### config.mk
export PLATFORM = sky130hd
export DESIGN_NAME = move_sequencer
export DESIGN_NICKNAME = d
export VERILOG_FILES = /design/src/rtl/move_sequencer.sv
export SDC_FILE = /design/constraint.sdc
export NUM_CORES = 1
export LEC_CHECK = 0
export ABC_AREA = 1
export BUFFER_PORTS_ARGS = -buffer_cell sky130_fd_sc_hd__buf_4
export CORE_ASPECT_RATIO = 2
export CORE_UTILIZATION = 40
export DETAILED_ROUTE_END_ITERATION = 12
export SYNTH_ARGS = -nofsm -noshare
export SYNTH_HDL_FRONTEND = slang
export SYNTH_SLANG_ARGS = --single-unit
export TNS_END_PERCENT = 5
### constraint.sdc
create_clock -name clk -period 16.9 [get_ports clk]
set_clock_uncertainty 0.15 [all_clocks]
set_input_delay 0 -clock clk [delete_from_list [all_inputs] [get_ports clk]]
set_output_delay 0 -clock clk [all_outputs]
set_load 0.005 [all_outputs]
### src/rtl/move_sequencer.sv
// Ultimate tic-tac-toe move sequencer: validates a cursor move, commits the mark,
// resolves sub-board and meta-board wins, and keeps per-player match tallies.
module move_sequencer #(
    parameter int WINS_W = 7
) (
    input  logic              clk,
    input  logic              rst,
    input  logic              move,
    input  logic              new_game,
    input  logic [3:0]        currBoard,
    input  logic [3:0]        currTile,
    output logic [80:0]       X_state,
    output logic [80:0]       O_state,
    output logic [8:0]        board_won_x,
    output logic [8:0]        board_won_o,
    output logic [3:0]        forced_board,
    output logic              turn_o,
    output logic              busy,
    output logic              move_ok,
    output logic              move_err,
    output logic              game_over,
    output logic [1:0]        winner,
    output logic [WINS_W-1:0] numWinsX,
    output logic [WINS_W-1:0] numWinsO,
    output logic [2:0]        dbg_state
);

    typedef enum logic [2:0] {
        S_IDLE       = 3'd0,
        S_VALIDATE   = 3'd1,
        S_COMMIT     = 3'd2,
        S_SUB_CHECK  = 3'd3,
        S_META_CHECK = 3'd4
    } state_t;

    localparam logic [3:0] FREE_BOARD = 4'd9;

    state_t            r_state;
    state_t            w_next;
    logic [3:0]        r_board;
    logic [3:0]        r_tile;
    logic [80:0]       r_x;
    logic [80:0]       r_o;
    logic [8:0]        r_won_x;
    logic [8:0]        r_won_o;
    logic [3:0]        r_forced;
    logic              r_turn_o;
    logic              r_game_over;
    logic [1:0]        r_winner;
    logic [WINS_W-1:0] r_wins_x;
    logic [WINS_W-1:0] r_wins_o;

    logic              w_coords_ok;
    logic [3:0]        w_b;
    logic [3:0]        w_t;
    logic [6:0]        w_base;
    logic [6:0]        w_idx;
    logic [8:0]        w_closed;
    logic              w_forced_ok;
    logic              w_legal;
    logic [8:0]        w_sub_mine;
    logic              w_sub_line;
    logic [8:0]        w_meta_mine;
    logic              w_meta_line;
    logic              w_game_end;
    logic              w_move_ok;
    logic              w_move_err;

    // Tiles are numbered row*3+col inside a 3x3 grid.
    function automatic logic has_line(input logic [8:0] c);
        return (c[0] & c[1] & c[2]) | (c[3] & c[4] & c[5]) | (c[6] & c[7] & c[8]) |
               (c[0] & c[3] & c[6]) | (c[1] & c[4] & c[7]) | (c[2] & c[5] & c[8]) |
               (c[0] & c[4] & c[8]) | (c[2] & c[4] & c[6]);
    endfunction

    // Out-of-range coordinates are clamped so indexing stays in bounds; such moves are rejected anyway.
    assign w_coords_ok = (r_board <= 4'd8) && (r_tile <= 4'd8);
    assign w_b         = w_coords_ok ? r_board : 4'd0;
    assign w_t         = w_coords_ok ? r_tile  : 4'd0;
    assign w_base      = 7'(w_b) * 7'd9;
    assign w_idx       = w_base + 7'(w_t);

    always_comb begin
        w_closed = '0;
        for (int i = 0; i < 9; i++) begin
            w_closed[i] = r_won_x[i] | r_won_o[i] | (&(r_x[i*9 +: 9] | r_o[i*9 +: 9]));
        end
    end

    assign w_forced_ok = (r_forced == FREE_BOARD) || (r_board == r_forced);
    assign w_legal     = w_coords_ok && !r_game_over && !r_x[w_idx] && !r_o[w_idx] &&
                         !w_closed[w_b] && w_forced_ok;

    // Each check reads the registers written one state earlier, so a state's effect is visible in that state.
    assign w_sub_mine  = r_turn_o ? r_o[w_base +: 9] : r_x[w_base +: 9];
    assign w_sub_line  = has_line(w_sub_mine) && !r_won_x[w_b] && !r_won_o[w_b];
    assign w_meta_mine = r_turn_o ? r_won_o : r_won_x;
    assign w_meta_line = has_line(w_meta_mine);
    assign w_game_end  = w_meta_line || (&w_closed);

    // Handshake: move is a request pulse taken only while busy is low; each accepted request is
    // answered by exactly one move_ok or move_err pulse unless new_game or rst aborts it first;
    // requests arriving while busy are dropped without any response.
    always_comb begin
        w_next     = r_state;
        w_move_ok  = 1'b0;
        w_move_err = 1'b0;
        case (r_state)
            S_IDLE: begin
                if (move) w_next = S_VALIDATE;
            end
            S_VALIDATE: begin
                if (w_legal) begin
                    w_next = S_COMMIT;
                end else begin
                    w_next     = S_IDLE;
                    w_move_err = 1'b1;
                end
            end
            S_COMMIT:     w_next = S_SUB_CHECK;
            S_SUB_CHECK:  w_next = S_META_CHECK;
            S_META_CHECK: begin
                w_next    = S_IDLE;
                w_move_ok = 1'b1;
            end
            default:      w_next = S_IDLE;
        endcase
        if (new_game) begin
            w_next     = S_IDLE;
            w_move_ok  = 1'b0;
            w_move_err = 1'b0;
        end
    end

    always_ff @(posedge clk or posedge rst) begin
        if (rst) r_state <= S_IDLE;
        else     r_state <= w_next;
    end

    always_ff @(posedge clk or posedge rst) begin
        if (rst) begin
            r_board     <= '0;
            r_tile      <= '0;
            r_x         <= '0;
            r_o         <= '0;
            r_won_x     <= '0;
            r_won_o     <= '0;
            r_forced    <= FREE_BOARD;
            r_turn_o    <= 1'b0;
            r_game_over <= 1'b0;
            r_winner    <= 2'b00;
            r_wins_x    <= '0;
            r_wins_o    <= '0;
        end else if (new_game) begin
            r_x         <= '0;
            r_o         <= '0;
            r_won_x     <= '0;
            r_won_o     <= '0;
            r_forced    <= FREE_BOARD;
            r_turn_o    <= 1'b0;
            r_game_over <= 1'b0;
            r_winner    <= 2'b00;
        end else begin
            case (r_state)
                S_IDLE: begin
                    if (move) begin
                        r_board <= currBoard;
                        r_tile  <= currTile;
                    end
                end
                S_VALIDATE: begin
                    if (w_legal) begin
                        if (r_turn_o) r_o[w_idx] <= 1'b1;
                        else          r_x[w_idx] <= 1'b1;
                    end
                end
                S_COMMIT: begin
                    if (w_sub_line) begin
                        if (r_turn_o) r_won_o[w_b] <= 1'b1;
                        else          r_won_x[w_b] <= 1'b1;
                    end
                end
                S_SUB_CHECK: begin
                    if (w_meta_line) begin
                        r_game_over <= 1'b1;
                        if (r_turn_o) begin
                            r_winner <= 2'b10;
                            if (r_wins_o != {WINS_W{1'b1}}) r_wins_o <= r_wins_o + 1'b1;
                        end else begin
                            r_winner <= 2'b01;
                            if (r_wins_x != {WINS_W{1'b1}}) r_wins_x <= r_wins_x + 1'b1;
                        end
                    end else if (&w_closed) begin
                        r_game_over <= 1'b1;
                        r_winner    <= 2'b11;
                    end
                    r_forced <= (w_game_end || w_closed[w_t]) ? FREE_BOARD : w_t;
                    r_turn_o <= ~r_turn_o;
                end
                default: ;
            endcase
        end
    end

    assign X_state      = r_x;
    assign O_state      = r_o;
    assign board_won_x  = r_won_x;
    assign board_won_o  = r_won_o;
    assign forced_board = r_forced;
    assign turn_o       = r_turn_o;
    assign busy         = (r_state != S_IDLE);
    assign move_ok      = w_move_ok;
    assign move_err     = w_move_err;
    assign game_over    = r_game_over;
    assign winner       = r_winner;
    assign numWinsX     = r_wins_x;
    assign numWinsO     = r_wins_o;
    assign dbg_state    = r_state;

endmodule

After elaboration in Yosys (flattened, before gate mapping):

Cells that the tools add are included.

* register bits: 213
* output and inout port bits: 208
* bits of input ports: 12

* bitwise logic cells: 79
* multiply operators: 1
* reduce and logical (&&, ||, !) cells: 46
* muxes and demuxes: 59
* shifts and indexed selects: 2
* $lt $le $gt $ge: 7
* equal/unequal tests: 10
* add/subtract/negate cells: 3

Operators by type and width (count)
* 81-bit 2-to-1 mux: 8
* 81-bit bitwise OR: 2
* 81-bit by 8-bit variable part select with 9-bit output: 2
* 9-bit bitwise OR: 11
* 9-bit 2-to-1 mux: 10
* 9-bit AND reduction: 10
* 1-bit AND: 32
* 1-bit bitwise OR: 32
* 4-bit 2-to-1 mux: 5
* 1-bit 2-to-1 mux: 19
* 1-bit binary-select mux with 4-bit select: 4
* 3-bit AND reduction: 5
* 7-bit by 1-bit adder with 7-bit output, second input constant: 2
* 1-bit binary-select mux with 7-bit select: 2
* 7-bit != test, second input constant: 2
* 2-bit 2-to-1 mux: 6
* 3-bit case mux with 4 select lines: 1
* 2-bit nonzero test: 6
* 1-bit logical AND: 10
* 4-bit by 5-bit < comparator with 1-bit output, second input constant: 2
* 5-bit AND reduction: 2
* 4-bit <= comparator, second input constant: 2
* 7-bit by 8-bit < comparator with 1-bit output, second input constant: 1
* 7-bit by 4-bit adder with 7-bit output: 1
* 19 further kinds: 30

Logic depth before layout (Yosys ltp):

* depth in word-level cells: 20
* gate-level depth with buffers: 35
* mapped depth without buffers: 30

Worst setup path after synthesis:

Ideal clock, no wire load.

* kind: flip-flop to flip-flop
* start: register r_board[0]
* end: register r_o[3], in the netlist O_state[3]
* setup slack: 12752 ps
* arrival time: 3868 ps
* data required time: 16620 ps
* path buffers: 5
* library setup time: 130 ps
* period minus slack after synthesis: 4148 ps
* cell stages (with the launch flop): 36
* path through: dfrtp_1 > buf_4 > inv_2 > nand2_1 > nand2_2 > nand2_4 > inv_2 > nand2_1 > inv_2 > buf_2 > buf_2 > ha_1 > inv_1 > nand2_1 > nand2_1 > inv_1 > nand3_1 > clkinv_1 > nand2_1 > o21ai_0 > a221oi_1 > nand3_1 > nand2_1 > nand2_1 > a21oi_1 > nand3_1 > nand2_1 > nand2_1 > nand2_1 > nand2_1 > nand2_1 > nand2_2 > buf_6 > buf_6 > nand2_1 > o21ai_1

* word-level cells in the longest chain between the ends: 14

Ends and longest elaborated chain
* from (decl): RTL line 40 `logic [3:0] r_board;`
* from (signal assigned): RTL line 167 `r_board <= currBoard;`
* 4-bit <= comparator: RTL line 77 `assign w_coords_ok = (r_board <= 4'd8) && (r_tile <= 4'd8);`
* 1-bit logical AND: RTL line 77
* 4-bit 2-to-1 mux: RTL line 78 `assign w_b = w_coords_ok ? r_board : 4'd0;`
* 4-bit by 4-bit multiplier with 7-bit output: RTL line 80 `assign w_base = 7'(w_b) * 7'd9;`
* 7-bit by 4-bit adder with 7-bit output: RTL line 81 `assign w_idx = w_base + 7'(w_t);`
* 7-bit by 8-bit < comparator with 1-bit output (not written as such) (tied with other cells): RTL line 173 `if (r_turn_o) r_o[w_idx] <= 1'b1;`
* 1-bit logical AND (not written as such) or 1-bit 2-to-1 mux (tied branches): RTL line 173, 91
* 1-bit 2-to-1 mux (not written as such) or 1-bit zero test (tied branches): RTL line 173, 91
* 1-bit demux with 7-bit select or 1-bit logical AND (tied branches): RTL line 173, 91
* 81-bit bitwise OR (no source line) or 1-bit logical AND (tied branches)
* 81-bit 2-to-1 mux or 1-bit logical AND (tied branches): RTL line 173, 91
* 81-bit 2-to-1 mux or 1-bit logical AND (tied branches): RTL line 172, 92
* 81-bit 2-to-1 mux or 2-bit nonzero test (tied branches)
* 81-bit 2-to-1 mux or 3-bit AND reduction (tied branches)
* to (signal assigned): RTL line 145 `r_o <= '0;`
* to (signal assigned): RTL line 156 `r_o <= '0;`
* to (signal, indexed assignment): RTL line 173
* to (decl): RTL line 43 `logic [80:0] r_o;`

Parallel ways exist; a longest one is shown, timed or not. The select of a mux whose other input is x is not followed.
A chain may end at the register's enable or synchronous reset.

Final worst setup path:

* start: register r_board[0]
* end: register r_o[32], in the netlist O_state[32]

Same word-level chain as after synthesis.

==> results.yml <==
run_status:
  status: "complete, no violations"
synthesis:
  syn-num-nets: 2786
  synthCells: 2764
  syn_avg_cell_area_um2: 6.28
  synth_area_leaders: "dfrtp_1 30%, nand2_1 18%, nand3_1 13%"
  synth_edf_count: 0
  syn_area_um2: 17400
  synth.most_common_cell: "nand2_1"
  synth_common_cells: "822 x nand2_1, 459 x nand3_1, 223 x inv_1"
  ys.flop_type: "dfrtp_1"
  synthDistinctLibCells: 55
  synth_area_leader_cell: "dfrtp_1"
  yosysSeqAreaShare_pct: 30.7
  yosysTopAreaCellShare_pct: 30.4
  ys_ff_latch: 213
  ys.warnings.count: 0
  ys_async_sr_fraction_pct: 100
sta:
  fin_hold_ws_ns: 0.00335
  tightest_slew_ns: 1.27
  hold_viol_final: 0
  setup-violations-final: 0
  slew_violations: 0
  fmax_mhz: 136
  period_minus_slack_ns: 7.36
  rsz0062_at_grt: "no"
  finalSetupTns_ns: 0
  finalWorstSetupSlack_ns: 9.54
  relSlewSlack_pct: 14.4
  finalCritPeriodShare_pct: 43.6
placed_design:
  pre_cts_ws_ns: 9.82
  hpwl_mm: 57.8
  io_buffers: 219
  place.gp.congestion: 0.987
layout:
  fin_nets: 2892
  seq_area_um2: 5340
  nFillCells: 4520
  multiInputGateArea_um2: 10300
  layout-drive-gt1-share_pct: 11.5
  area_growth_pct: 14.8
grt:
  overflow: 0
  first_global_vias: 19500
  gr-usage-all-layers_pct: 36.2
  grt_first_pass_wirelength_mm: 120
  antenna_found_initial: 1
  grt_start_max_net_pins: 104
setup_path:
  crit_required_ns: 17.21
  crit_end: "O_state[32]"
  worst-path-buf-inv: 7
  r2r_cells: 29
  timing.rr.end: "O_state[32]"
  max_stage_delay_ns: 0.88
  slowest_stage: "inv_1"
  end_kind: "flip-flop"
  crit_type: "flip-flop to flip-flop"
  critPathLaunch: "r_board[0]"
  crit_family: "simple AND/OR/NAND/NOR gates"
  critPathLaunchType: "flip-flop"
  rr_startpoint: "r_board[0]"
  path_common_cell: "nand2_1"
  crit_arrival_ns: 7.67
  regToRegSetupSlack_ns: 9.54
  crit_path_max_fanout: 89
  worstSetupPathDepth: 29
pwr:
  pwr_density_cell_nw_per_um2: 102
  peakVddDrop_mv: 0.0844
  power_leakage_nw: 9.38
flow_run:
  drv_cap: 0
floorplan:
  rows: 107
  fp.dieH_um: 297
  initial_core_util_pct: 40.7
  core_area_um2: 42700
  chipWidth_um: 149
  num_io_pins: 220
  die_area_um2: 44300
route:
  via_per_inst: 6.04
  drt_iter0_markers: 1781
  wl_mm: 80.6
  wl_per_cell_um: 23.5
  first_pass_iters: 6
  drc_errors: 0
  antenna_left: 0
  vias: 20700
clocking:
  cts.path.max_buffers: 3
  h-tree-depth: 1
  path_clk_slew_ns: 0.07
  numCtsBuffers: 21
  cts_sinks: 213
  clkLatencyLatePin_ns: 0.55
  cts_setup_buffers: 0
  cts_tree: "yes"
  cts_root_buf: "clkbuf_16"
worst_hold_path:
  hold_path_class: "input pin to async pin"
-- cell families (layout without fill, tap and decap cells) --
group | count (synthesis) | count (layout) | synth area share, %
buffers and inverters | 413 | 534 | 10.0
AND/OR/NAND/NOR | 1530 | 1530 | 37.5
multiplexers | 8 | 8 | 0.497
XOR/XNOR | 18 | 18 | 1.06
other | 0 | 1 | 0
AO/OA/AOI/OAI | 572 | 572 | 19.4
flip-flops | 213 | 213 | 30.7
adder cells (fa/ha/maj) | 10 | 10 | 0.764
-- how the worst min path moves through the flow --
stage,start,end,cells past startpoint
floorplan,move,dbg_state[0],1
global placement,rst,O_state[21],2
detailed placement,rst,O_state[19],2
CTS,rst,O_state[40],3
global route,rst,O_state[19],3
finish,rst,X_state[19],3
-- cells in the final DEF (no fill, tap or decap), drive strengths merged, types with 3 or more instances in the layout --
master       Yosys  layout
mux2             5       5
clkinv           4      11
o22ai           50      50
clkbuf          83      29
dfrtp          211     211
nor3            11      11
o21ai          300     300
a31oi            3       3
dlygate4sd3      0      12
xnor2            4       4
nor2           182     182
a221oi           9       9
ha               9       9
o41ai            8       8
nand3          462     462
o21a            82      82
mux2i            3       3
xor2            14      14
o2111ai          8       8
o211ai          17      17
buf             95     249
a22oi           13      13
inv            231     232
or2              8       8
o221ai           7       7
nor4             3       3
nand2          831     831
a21oi           63      63
nand4           29      29
-- state kept, by name, summed over array words and instances, names as in the netlist --
signal,flops
game_over,1
winner,2
board_won_o,9
r_board,4
X_state,81
forced_board,4
numWinsO,7
board_won_x,9
turn_o,1
dbg_state,3
r_tile,4
numWinsX,7
O_state,81
-- report_power, final --
| group | switching (W) | leakage [nW] | total [W] | internal, W |
|---|---|---|---|---|
| sequential | 0.0000613 | 2.91 | 0.000603 | 0.000541 |
| clock | 0.000219 | 0.350 | 0.000490 | 0.000271 |
| combinational | 0.000690 | 6.11 | 0.000946 | 0.000256 |
| total | 0.000970 | 9.38 | 0.00204 | 0.00107 |
-- final cells by class --
| type | instances | area share (%) |
|---|---|---|
| Antenna cell | 1 | 0.0126 |
| Timing Repair Buffer | 261 | 9.99 |
| Tap cell | 545 | 3.42 |
| Inverter | 235 | 4.48 |
| Clock buffer | 29 | 3.09 |
| Clock inverter | 9 | 0.371 |
| Multi-Input combinational cell | 2138 | 51.9 |
| Sequential cell | 213 | 26.8 |
-- worst register-to-register path, delay by kind of cell, from the launching register on --
| family | cells | cell delay, ns |
|---|---|---|
| fa+ha+maj | 1 | 0.36 |
| compound gates | 4 | 0.53 |
| simple gates | 17 | 3.51 |
| flops | 1 | 0.32 |
| buf+inv | 7 | 2.43 |
-- through the flow --
| step | instance area (um^2) | utilization, % | total power [W] | std cells |
|---|---|---|---|---|
| floorplan | 17400 | - | 0.00118 | 2764 |
| global placement | 19100 | 44.7 | 0.00152 | 3380 |
| detailed placement | 19100 | 44.7 | 0.00152 | 3380 |
| CTS | 19900 | 46.6 | 0.00201 | 3430 |
| global route | 19900 | 46.6 | 0.00213 | 3430 |
| finish | 19900 | 46.6 | 0.00204 | 3431 |
-- routing by layer --
metal / vias up / GRT usage (%) / share of wire [%]
li1: 9476 / - / -
met3: 282 / 4.39 / 7.7
met5: - / 0 / 0
met4: 0 / 25.8 / 7.9
met1: 9797 / 42.4 / 36
met2: 1179 / 60.9 / 49
-- repair_timing --
action                                 4_1_cts  5_1_grt
hold buffers                                12        0
endpoints found under the hold margin      141        0
gates resized for setup                      0        0
Note: power is estimated with default switching activity, not from simulation.
